## src/rtl/minmax_window_tracker_pkg.sv

```systemverilog
// Shared encodings and widths for the min/max window tracker and its comparators.
package minmax_pkg;

  localparam int DATA_W = 4;

  typedef enum logic [1:0] {
    ST_IDLE    = 2'd0,
    ST_COLLECT = 2'd1,
    ST_HOLD    = 2'd2
  } state_t;

endpackage

```

## src/rtl/minmax_window_tracker_if.sv

```systemverilog
// Sample-in / result-out handshake bundle between a producer and the window tracker.
interface minmax_window_tracker_if
  import minmax_pkg::*;
#(
  parameter int CNT_W = 4
) ();

  logic              start;
  logic              in_valid;
  logic              in_ready;
  logic [DATA_W-1:0] in_data;
  logic [DATA_W-1:0] thresh;
  logic              out_valid;
  logic              out_ready;
  logic [DATA_W-1:0] min_val;
  logic [DATA_W-1:0] max_val;
  logic [CNT_W-1:0]  gt_count;

  modport master (
    output start, in_valid, in_data, thresh, out_ready,
    input  in_ready, out_valid, min_val, max_val, gt_count
  );

  modport slave (
    input  start, in_valid, in_data, thresh, out_ready,
    output in_ready, out_valid, min_val, max_val, gt_count
  );

endinterface

```

## src/rtl/minmax_window_tracker_magcomp.sv

```systemverilog
// Gate-level 4-bit unsigned magnitude comparator; decisions ripple from the MSB down.
module magComp_gate
  import minmax_pkg::*;
(
  input  logic [DATA_W-1:0] a,
  input  logic [DATA_W-1:0] b,
  output logic              agtb,
  output logic              aeqb,
  output logic              altb
);

  logic [3:0] e;

  assign e = ~(a ^ b);

  assign agtb = (a[3] & ~b[3])
              | (e[3] & a[2] & ~b[2])
              | (e[3] & e[2] & a[1] & ~b[1])
              | (e[3] & e[2] & e[1] & a[0] & ~b[0]);

  assign altb = (~a[3] & b[3])
              | (e[3] & ~a[2] & b[2])
              | (e[3] & e[2] & ~a[1] & b[1])
              | (e[3] & e[2] & e[1] & ~a[0] & b[0]);

  assign aeqb = &e;

endmodule

```

## src/rtl/minmax_window_tracker.sv

```systemverilog
// Collects WIN_LEN samples, tracks min/max and the over-threshold count, then holds one result.
module minmax_window_tracker
  import minmax_pkg::*;
#(
  parameter int WIN_LEN = 8,
  parameter int CNT_W   = $clog2(WIN_LEN + 1)
) (
  input logic                    clk,
  input logic                    rst,
  minmax_window_tracker_if.slave bus
);

  state_t            state, state_nx;
  logic              in_ready_q, out_valid_q;
  logic [DATA_W-1:0] min_q, max_q, thresh_q;
  logic [CNT_W-1:0]  cnt_q, gt_q, cnt_inc;
  logic              acc, last;
  logic              lt_min, gt_max, gt_thr;
  logic              eq_min, eq_max, eq_thr, gt_min, lt_max, lt_thr;
  logic              unused_cmp;

  magComp_gate u_cmp_min (.a(bus.in_data), .b(min_q),    .agtb(gt_min), .aeqb(eq_min), .altb(lt_min));
  magComp_gate u_cmp_max (.a(bus.in_data), .b(max_q),    .agtb(gt_max), .aeqb(eq_max), .altb(lt_max));
  magComp_gate u_cmp_thr (.a(bus.in_data), .b(thresh_q), .agtb(gt_thr), .aeqb(eq_thr), .altb(lt_thr));

  assign unused_cmp = ^{eq_min, eq_max, eq_thr, gt_min, lt_max, lt_thr};

  assign acc     = bus.in_valid & in_ready_q;
  assign cnt_inc = cnt_q + CNT_W'(1);
  assign last    = acc & (cnt_inc == CNT_W'(WIN_LEN));

  // start outranks a sample in COLLECT; HOLD ignores start entirely
  always_comb begin
    state_nx = state;
    unique case (state)
      ST_IDLE:    if (bus.start) state_nx = ST_COLLECT;
      ST_COLLECT: if (!bus.start && last) state_nx = ST_HOLD;
      ST_HOLD:    if (bus.out_ready) state_nx = ST_IDLE;
      default:    state_nx = ST_IDLE;
    endcase
  end

  always_ff @(posedge clk) begin
    if (rst) begin
      state       <= ST_IDLE;
      in_ready_q  <= 1'b0;
      out_valid_q <= 1'b0;
      min_q       <= '0;
      max_q       <= '0;
      thresh_q    <= '0;
      cnt_q       <= '0;
      gt_q        <= '0;
    end else begin
      state       <= state_nx;
      in_ready_q  <= (state_nx == ST_COLLECT);
      out_valid_q <= (state_nx == ST_HOLD);
      if (bus.start && (state != ST_HOLD)) begin
        cnt_q    <= '0;
        gt_q     <= '0;
        thresh_q <= bus.thresh;
      end else if (acc) begin
        cnt_q <= cnt_inc;
        if (~|cnt_q) begin
          min_q <= bus.in_data;
          max_q <= bus.in_data;
        end else begin
          if (lt_min) min_q <= bus.in_data;
          if (gt_max) max_q <= bus.in_data;
        end
        if (gt_thr) gt_q <= gt_q + CNT_W'(1);
      end
    end
  end

  assign bus.in_ready  = in_ready_q;
  assign bus.out_valid = out_valid_q;
  assign bus.min_val   = min_q;
  assign bus.max_val   = max_q;
  assign bus.gt_count  = gt_q;

endmodule

```

## src/flat_wrapper.sv

```systemverilog
// flat-port wrapper written by rule: the top's interface ports become plain ports
module minmax_window_tracker_flat import minmax_pkg::*;
#(
  parameter int WIN_LEN = 8,
  parameter int CNT_W   = $clog2(WIN_LEN + 1)
)
  (clk, rst, bus_start, bus_in_valid, bus_in_data, bus_thresh, bus_out_ready, bus_in_ready, bus_out_valid, bus_min_val, bus_max_val, bus_gt_count);
  minmax_window_tracker_if #(.CNT_W(CNT_W)) bus_i ();
  input logic clk;
  input logic rst;
  input wire logic [$bits(bus_i.start)-1:0] bus_start;
  input wire logic [$bits(bus_i.in_valid)-1:0] bus_in_valid;
  input wire logic [$bits(bus_i.in_data)-1:0] bus_in_data;
  input wire logic [$bits(bus_i.thresh)-1:0] bus_thresh;
  input wire logic [$bits(bus_i.out_ready)-1:0] bus_out_ready;
  output wire logic [$bits(bus_i.in_ready)-1:0] bus_in_ready;
  output wire logic [$bits(bus_i.out_valid)-1:0] bus_out_valid;
  output wire logic [$bits(bus_i.min_val)-1:0] bus_min_val;
  output wire logic [$bits(bus_i.max_val)-1:0] bus_max_val;
  output wire logic [$bits(bus_i.gt_count)-1:0] bus_gt_count;
  assign bus_i.start = bus_start;
  assign bus_i.in_valid = bus_in_valid;
  assign bus_i.in_data = bus_in_data;
  assign bus_i.thresh = bus_thresh;
  assign bus_i.out_ready = bus_out_ready;
  assign bus_in_ready = bus_i.in_ready;
  assign bus_out_valid = bus_i.out_valid;
  assign bus_min_val = bus_i.min_val;
  assign bus_max_val = bus_i.max_val;
  assign bus_gt_count = bus_i.gt_count;
  minmax_window_tracker #(.WIN_LEN(WIN_LEN), .CNT_W(CNT_W)) u_core (.clk(clk), .rst(rst), .bus(bus_i));
endmodule
```

## config.mk

```make
export PLATFORM = sky130hd
export DESIGN_NAME = minmax_window_tracker_flat
export DESIGN_NICKNAME = d
export VERILOG_FILES = /design/src/rtl/minmax_window_tracker_pkg.sv /design/src/rtl/minmax_window_tracker_if.sv /design/src/rtl/minmax_window_tracker_magcomp.sv /design/src/rtl/minmax_window_tracker.sv /design/src/flat_wrapper.sv
export SDC_FILE = /design/constraint.sdc
export NUM_CORES = 1
export LEC_CHECK = 0
export BUFFER_PORTS_ARGS = -buffer_cell sky130_fd_sc_hd__buf_2
export CAP_MARGIN = 10
export CORE_MARGIN = 2
export CORE_UTILIZATION = 55
export DETAILED_ROUTE_END_ITERATION = 7
export GPL_TIMING_DRIVEN = 0
export PLACE_DENSITY = 0.79
export SYNTH_ARGS = -nofsm -noshare
export SYNTH_HDL_FRONTEND = slang
export SYNTH_HIERARCHICAL = 1
export SYNTH_SLANG_ARGS = --single-unit
```

## constraint.sdc

```tcl
create_clock -name clk -period 2.21 [get_ports clk]
set_input_delay 0.3315 -clock clk [delete_from_list [all_inputs] [get_ports clk]]
set_output_delay 0.3315 -clock clk [all_outputs]
set_load 0.02 [all_outputs]
```

Yosys cells after proc, flatten, opt, wreduce, memory -nomap -nowiden
Index checks and enable logic that the tools add are counted.
- input port bits: 13
- bits in registers: 24
- $add $sub $neg: 2
- reduce and logical (&&, ||, !) cells: 9
- multiplexer cells: 8
- bitwise gates (word level): 57
- equal/unequal tests: 8
- operator list (operator ; count):
    AND 1 bit ; 29
    2-to-1 mux 4 bit ; 4
    inverter 1 bit ; 13
    inverter 4 bit ; 3
    bitwise XOR 4 bit ; 3
    bitwise OR 1 bit ; 9
    adder 4 x 1 -> 4 bit, second input constant ; 2
    2-to-1 mux 2 bit ; 3
    one-hot mux 2 bit (3 select lines) ; 1
    AND reduction 3 bit ; 2
    equality test 2 x 1 -> 1 bit, second input constant ; 2
    equality test 2 bit, second input constant ; 2
    equality test 4 bit, second input constant ; 1
    inequality test 2 x 1 -> 1 bit, second input constant ; 2
    OR reduction 4 bit ; 1
    logical AND 1 bit ; 2
    zero test 2 bit ; 1
    inequality test 2 bit, second input constant ; 1
    AND reduction 2 bit ; 1
    OR reduction 2 bit ; 1
    zero test 1 bit ; 1

Longest topological paths before layout
- depth after elaboration: 9
- mapped depth: 7
- gate-level depth less buffers: 7

Hierarchy
Netlist, hierarchy kept.
- by module, submodules not included (module ; cells an instance ; instances ; area each (µm²)):
    minmax_window_tracker ; 111 ; 1 ; 1073.5
    magComp_gate ; 22 ; 3 ; 156.4

Worst setup path before layout
No wires, ideal clock.
- kind: reg2reg
- start: register u_core.max_q[3], in the netlist u_core/bus.max_val[3]
- end: register u_core.max_q[0], in the netlist u_core/bus.max_val[0]
- arrival: 1.543 ns
- path slack: 0.542 ns
- data required time: 2.086 ns
- cell stages (with the launch flop): 7
- cells stage by stage: dfxtp_1 -> ha_1 -> o211ai_1 -> o21ai_1 -> inv_2 -> a221o_1 -> mux2i_1
- cells in the longest elaborated chain, start to end: 9
- elaborated cells between the ends (all ways): 17
- those cells by class: eq/ne (1); bitwise (15); reduce/logical (1)
- ends and longest elaborated chain (what ; line ; RTL):
    start, declared ; minmax_window_tracker.sv:15 ; logic [DATA_W-1:0] min_q, max_q, thresh_q;
    start signal, assigned ; minmax_window_tracker.sv:65 ; max_q <= bus.in_data;
    start signal, assigned ; minmax_window_tracker.sv:68 ; if (gt_max) max_q <= bus.in_data;
    bitwise XOR 4 bit ; minmax_window_tracker_magcomp.sv:14 ; assign e = ~(a ^ b);
    inverter 4 bit ; minmax_window_tracker_magcomp.sv:14 ;
    AND 1 bit, on equally long branches (2 in a row) ; n/a ;
    bitwise OR 1 bit, or another cell as far along ; minmax_window_tracker_magcomp.sv:17 ; | (e[3] & a[2] & ~b[2])
    bitwise OR 1 bit or AND 1 bit (tied branches) ; minmax_window_tracker_magcomp.sv:18, minmax_window_tracker_magcomp.sv:19 ;
    bitwise OR 1 bit (*) ; minmax_window_tracker_magcomp.sv:19 ; | (e[3] & e[2] & e[1] & a[0] & ~b[0]);
    named net u_core.gt_max ; minmax_window_tracker.sv:18 ; logic lt_min, gt_max, gt_thr;
    inequality test 2 x 1 -> 1 bit (no source line) (*) ; n/a ;
    AND reduction 3 bit (no source line) (*) ; n/a ;
The timed path passes the listed nets; every way through them passes the cells marked *.
A chain may end at the register's enable or synchronous reset.

Worst setup path after layout
- start: register u_core.thresh_q[3]
- end: register u_core.gt_q[3], in the netlist u_core/bus.gt_count[3]
- cells in the longest elaborated chain, start to end: 8
- elaborated cells between the ends (all ways): 16
- those cells by class: bitwise (15); reduce/logical (1)
- ends and longest elaborated chain (what ; line ; RTL):
    start, declared ; minmax_window_tracker.sv:15 ;
    start signal, assigned ; minmax_window_tracker.sv:60 ; thresh_q <= bus.thresh;
    bitwise XOR 4 bit ; minmax_window_tracker_magcomp.sv:14 ;
    inverter 4 bit ; minmax_window_tracker_magcomp.sv:14 ;
    AND 1 bit, on equally long branches (2 in a row) ; n/a ;
    bitwise OR 1 bit, or another cell as far along ; minmax_window_tracker_magcomp.sv:17 ;
    bitwise OR 1 bit or AND 1 bit (tied branches) ; minmax_window_tracker_magcomp.sv:18, minmax_window_tracker_magcomp.sv:19 ;
    bitwise OR 1 bit (*) ; minmax_window_tracker_magcomp.sv:19 ;
    named net u_core.gt_thr ; minmax_window_tracker.sv:18 ;
    AND reduction 2 bit (no source line) (*) ; n/a ;
    end signal, assigned ; minmax_window_tracker.sv:70 ; if (gt_thr) gt_q <= gt_q + CNT_W'(1);
    end, declared ; minmax_window_tracker.sv:16 ; logic [CNT_W-1:0] cnt_q, gt_q, cnt_inc;
Marked as above.

==> impl_results.md <==
- CTS buffer count: 3
- Worst-path cell chain: ha_1, o211ai_1, o21ai_1, nand3_1, or3_1, a21oi_1
- Cell Area, Synth: 1300 µm²
- Total GRT Usage: 0.214
- Dpl cells: 197
- Least-Margin Pin Slew: 399 ps
- Clock tree root buffer cell: clkbuf_4
- Min cycle time layout: 1730 ps
- Mean post-synth cell area: 9.02 µm²
- VDD IR-drop max: 0.439 mV
- R2R cell count: 6
- Vias post-DR: 1102
- Final setup TNS: 0 ps
- P&R area growth vs syn: 14.1%
- Total Power: 750 µW
- Starting density of the core: 0.587
- Antenna viol nets, final: 0
- Endpoint, Worst Hold: u_core/state[1]
- Core Rows: 17
- Wire length of the first global-routing pass: 4.26 mm
- Area of placed instances: 1460 µm²
- Unrepaired setup endpoints after global routing: no
- Yosys warning count: 6
- Clk_lat worst skew: 310 ps
- Hold Path Origin: bus_out_ready
- Core area: 2210 µm²
- Initial detailed-routing violation count: 14
- Vias per cell: 5.51
- Post-route cell area: 1480 µm²
- Leak pwr: 0.659 nW
- CP Max Fanout: 4
- Crit path arrival time: 1980 ps
- Clk pin slew, worst setup/hold paths: 110 ps
- Slew headroom: 0.734
- # IOs: 27
- Syn nets: 166
- CP Launch Type: register
- Final worst slack: 476 ps
- DRT Pass-1 Iters: 4
- CP Class: reg -> reg
- Worst setup EP type: register
- GPL Wtd Cong: 0.777
- Post-Syn Instances: 144
- WL final: 2.57 mm
- Final setup violation count: 0
- Worst flop-to-flop path endpoint: u_core/bus.gt_count[3]
- WHS Path Cells: 2
- WL/cell: 12.8 µm
- Die W: 52.6 µm
- # nets final: 196
- Achievable frequency: 0.577 GHz
- Crit-path slowest cell: or3_1
- Antenna violations before repair: 0
- Worst hold path type: in -> reg
- Overflow after GRT: 0
- Pwr Density: 506 nW/µm²
- Final HPWL DP: 2.05 mm
- Fin crit share: 0.785
- CP peak stage delay: 380 ps
- Antenna cell count: 0
- Post-cts sizing count: 0
- Via count of the first global-routing pass: 1026
- Die ar.: 2770 µm²
- Final hold violations: 0
- TritonCTS Sinks: 24
- Critical path startpoint: u_core/thresh_q[3]
- MaxCap Viol Count: 0
- Layout Cells excl Fill: 200
- Final setup skew: 8.71 ps
- Worst R2R Setup Slack: 480 ps
- Die Ht: 52.6 µm
- Setup bufs post-CTS: 0
- Max Slew Vio Count: 0
- DP Worst Slack: 293 ps
- DRC violations left: 0
- WP data required: 2460 ps
- Worst-case clock buffer depth: 2
- Share of cells above drive strength 1: 0.221
- # hold bufs at CTS: 0
- Worst reg2reg startpoint: u_core/thresh_q[3]
- CTS tree: built
- Htree depth: 1
- Largest net degree at the start of global routing: 13
- Status: completed
- IO Port Bufs: 25
==> critical path: cells and delay by family (launching register included) <==
family | cells | cell delay, ps
AND/OR/NAND/NOR | 2 | 590
flip-flops | 1 | 340
AO/OA/AOI/OAI | 3 | 450
adder cells (fa/ha/maj) | 1 | 290
==> layout by cell type, fill, tap and decap left out, types with 2 or more instances in the layout <==
cell type and count:
o31a_1 2, clkbuf_1 2, clkbuf_4 3, a21oi_1 9, o32ai_1 2, nand2_1 2
inv_1 13, nor2_1 6, nand3_1 9, mux2i_1 9, or3_1 2, nor2b_2 2
dfxtp_1 24, ha_1 9, o21ai_1 3, o211ai_1 2, nand2b_1 17, o21ai_0 6
xor2_1 5, inv_2 2, a31oi_1 3, buf_2 27
==> registers in the layout, summed over array words and instances (netlist names) <==
| signal | count |
|---|---|
| u_core/bus.max_val | 4 |
| u_core/bus.in_ready | 1 |
| u_core/cnt_q | 4 |
| u_core/bus.min_val | 4 |
| u_core/thresh_q | 4 |
| u_core/bus.out_valid | 1 |
| u_core/state | 2 |
| u_core/bus.gt_count | 4 |
==> where the power goes <==
group | internal [mW] | switching, mW
Combinational | 0.0460 | 0.0601
Clock | 0.0638 | 0.124
Sequential | 0.445 | 0.0114
Total | 0.554 | 0.195
==> metrics by stage <==
| step | utilization | hold WS, ps |
|---|---|---|
| floorplan | - | 452 |
| global placement | 0.660 | 470 |
| detailed placement | 0.660 | 483 |
| CTS | 0.670 | 227 |
| global route | 0.670 | 223 |
| finish | 0.670 | 231 |
==> worst max path at each step <==
stage,endpoint,slack [ps],cells after the start
final,u_core/bus.gt_count[3],480,6
after global routing,u_core/bus.gt_count[3],370,6
after CTS,u_core/bus.gt_count[3],470,6
after detailed placement,u_core/bus.gt_count[3],290,8
after global placement,u_core/bus.gt_count[3],320,8
after floorplan,u_core/bus.max_val[0],630,6
==> area by class of cell <==
cell class / instances / area [µm²]
multi-input cells: 101 / 744
fillers: 208 / 731
flip-flops and latches: 24 / 480
repair buffers: 25 / 125
inverters: 15 / 56.3
well taps: 28 / 35.0
clock buffers: 3 / 22.5
plain buffers: 4 / 17.5
==> metal layers <==
| layer | global-route usage | wire (µm) | part of all wire |
|---|---|---|---|
| met5 | 0 | 0 | 0 |
| met1 | 0.236 | 1060 | 0.41 |
| met3 | 0.0286 | 100 | 0.039 |
| met2 | 0.390 | 1360 | 0.53 |
| met4 | 0.120 | 48 | 0.019 |
Note: power is estimated with default switching activity, not from simulation.
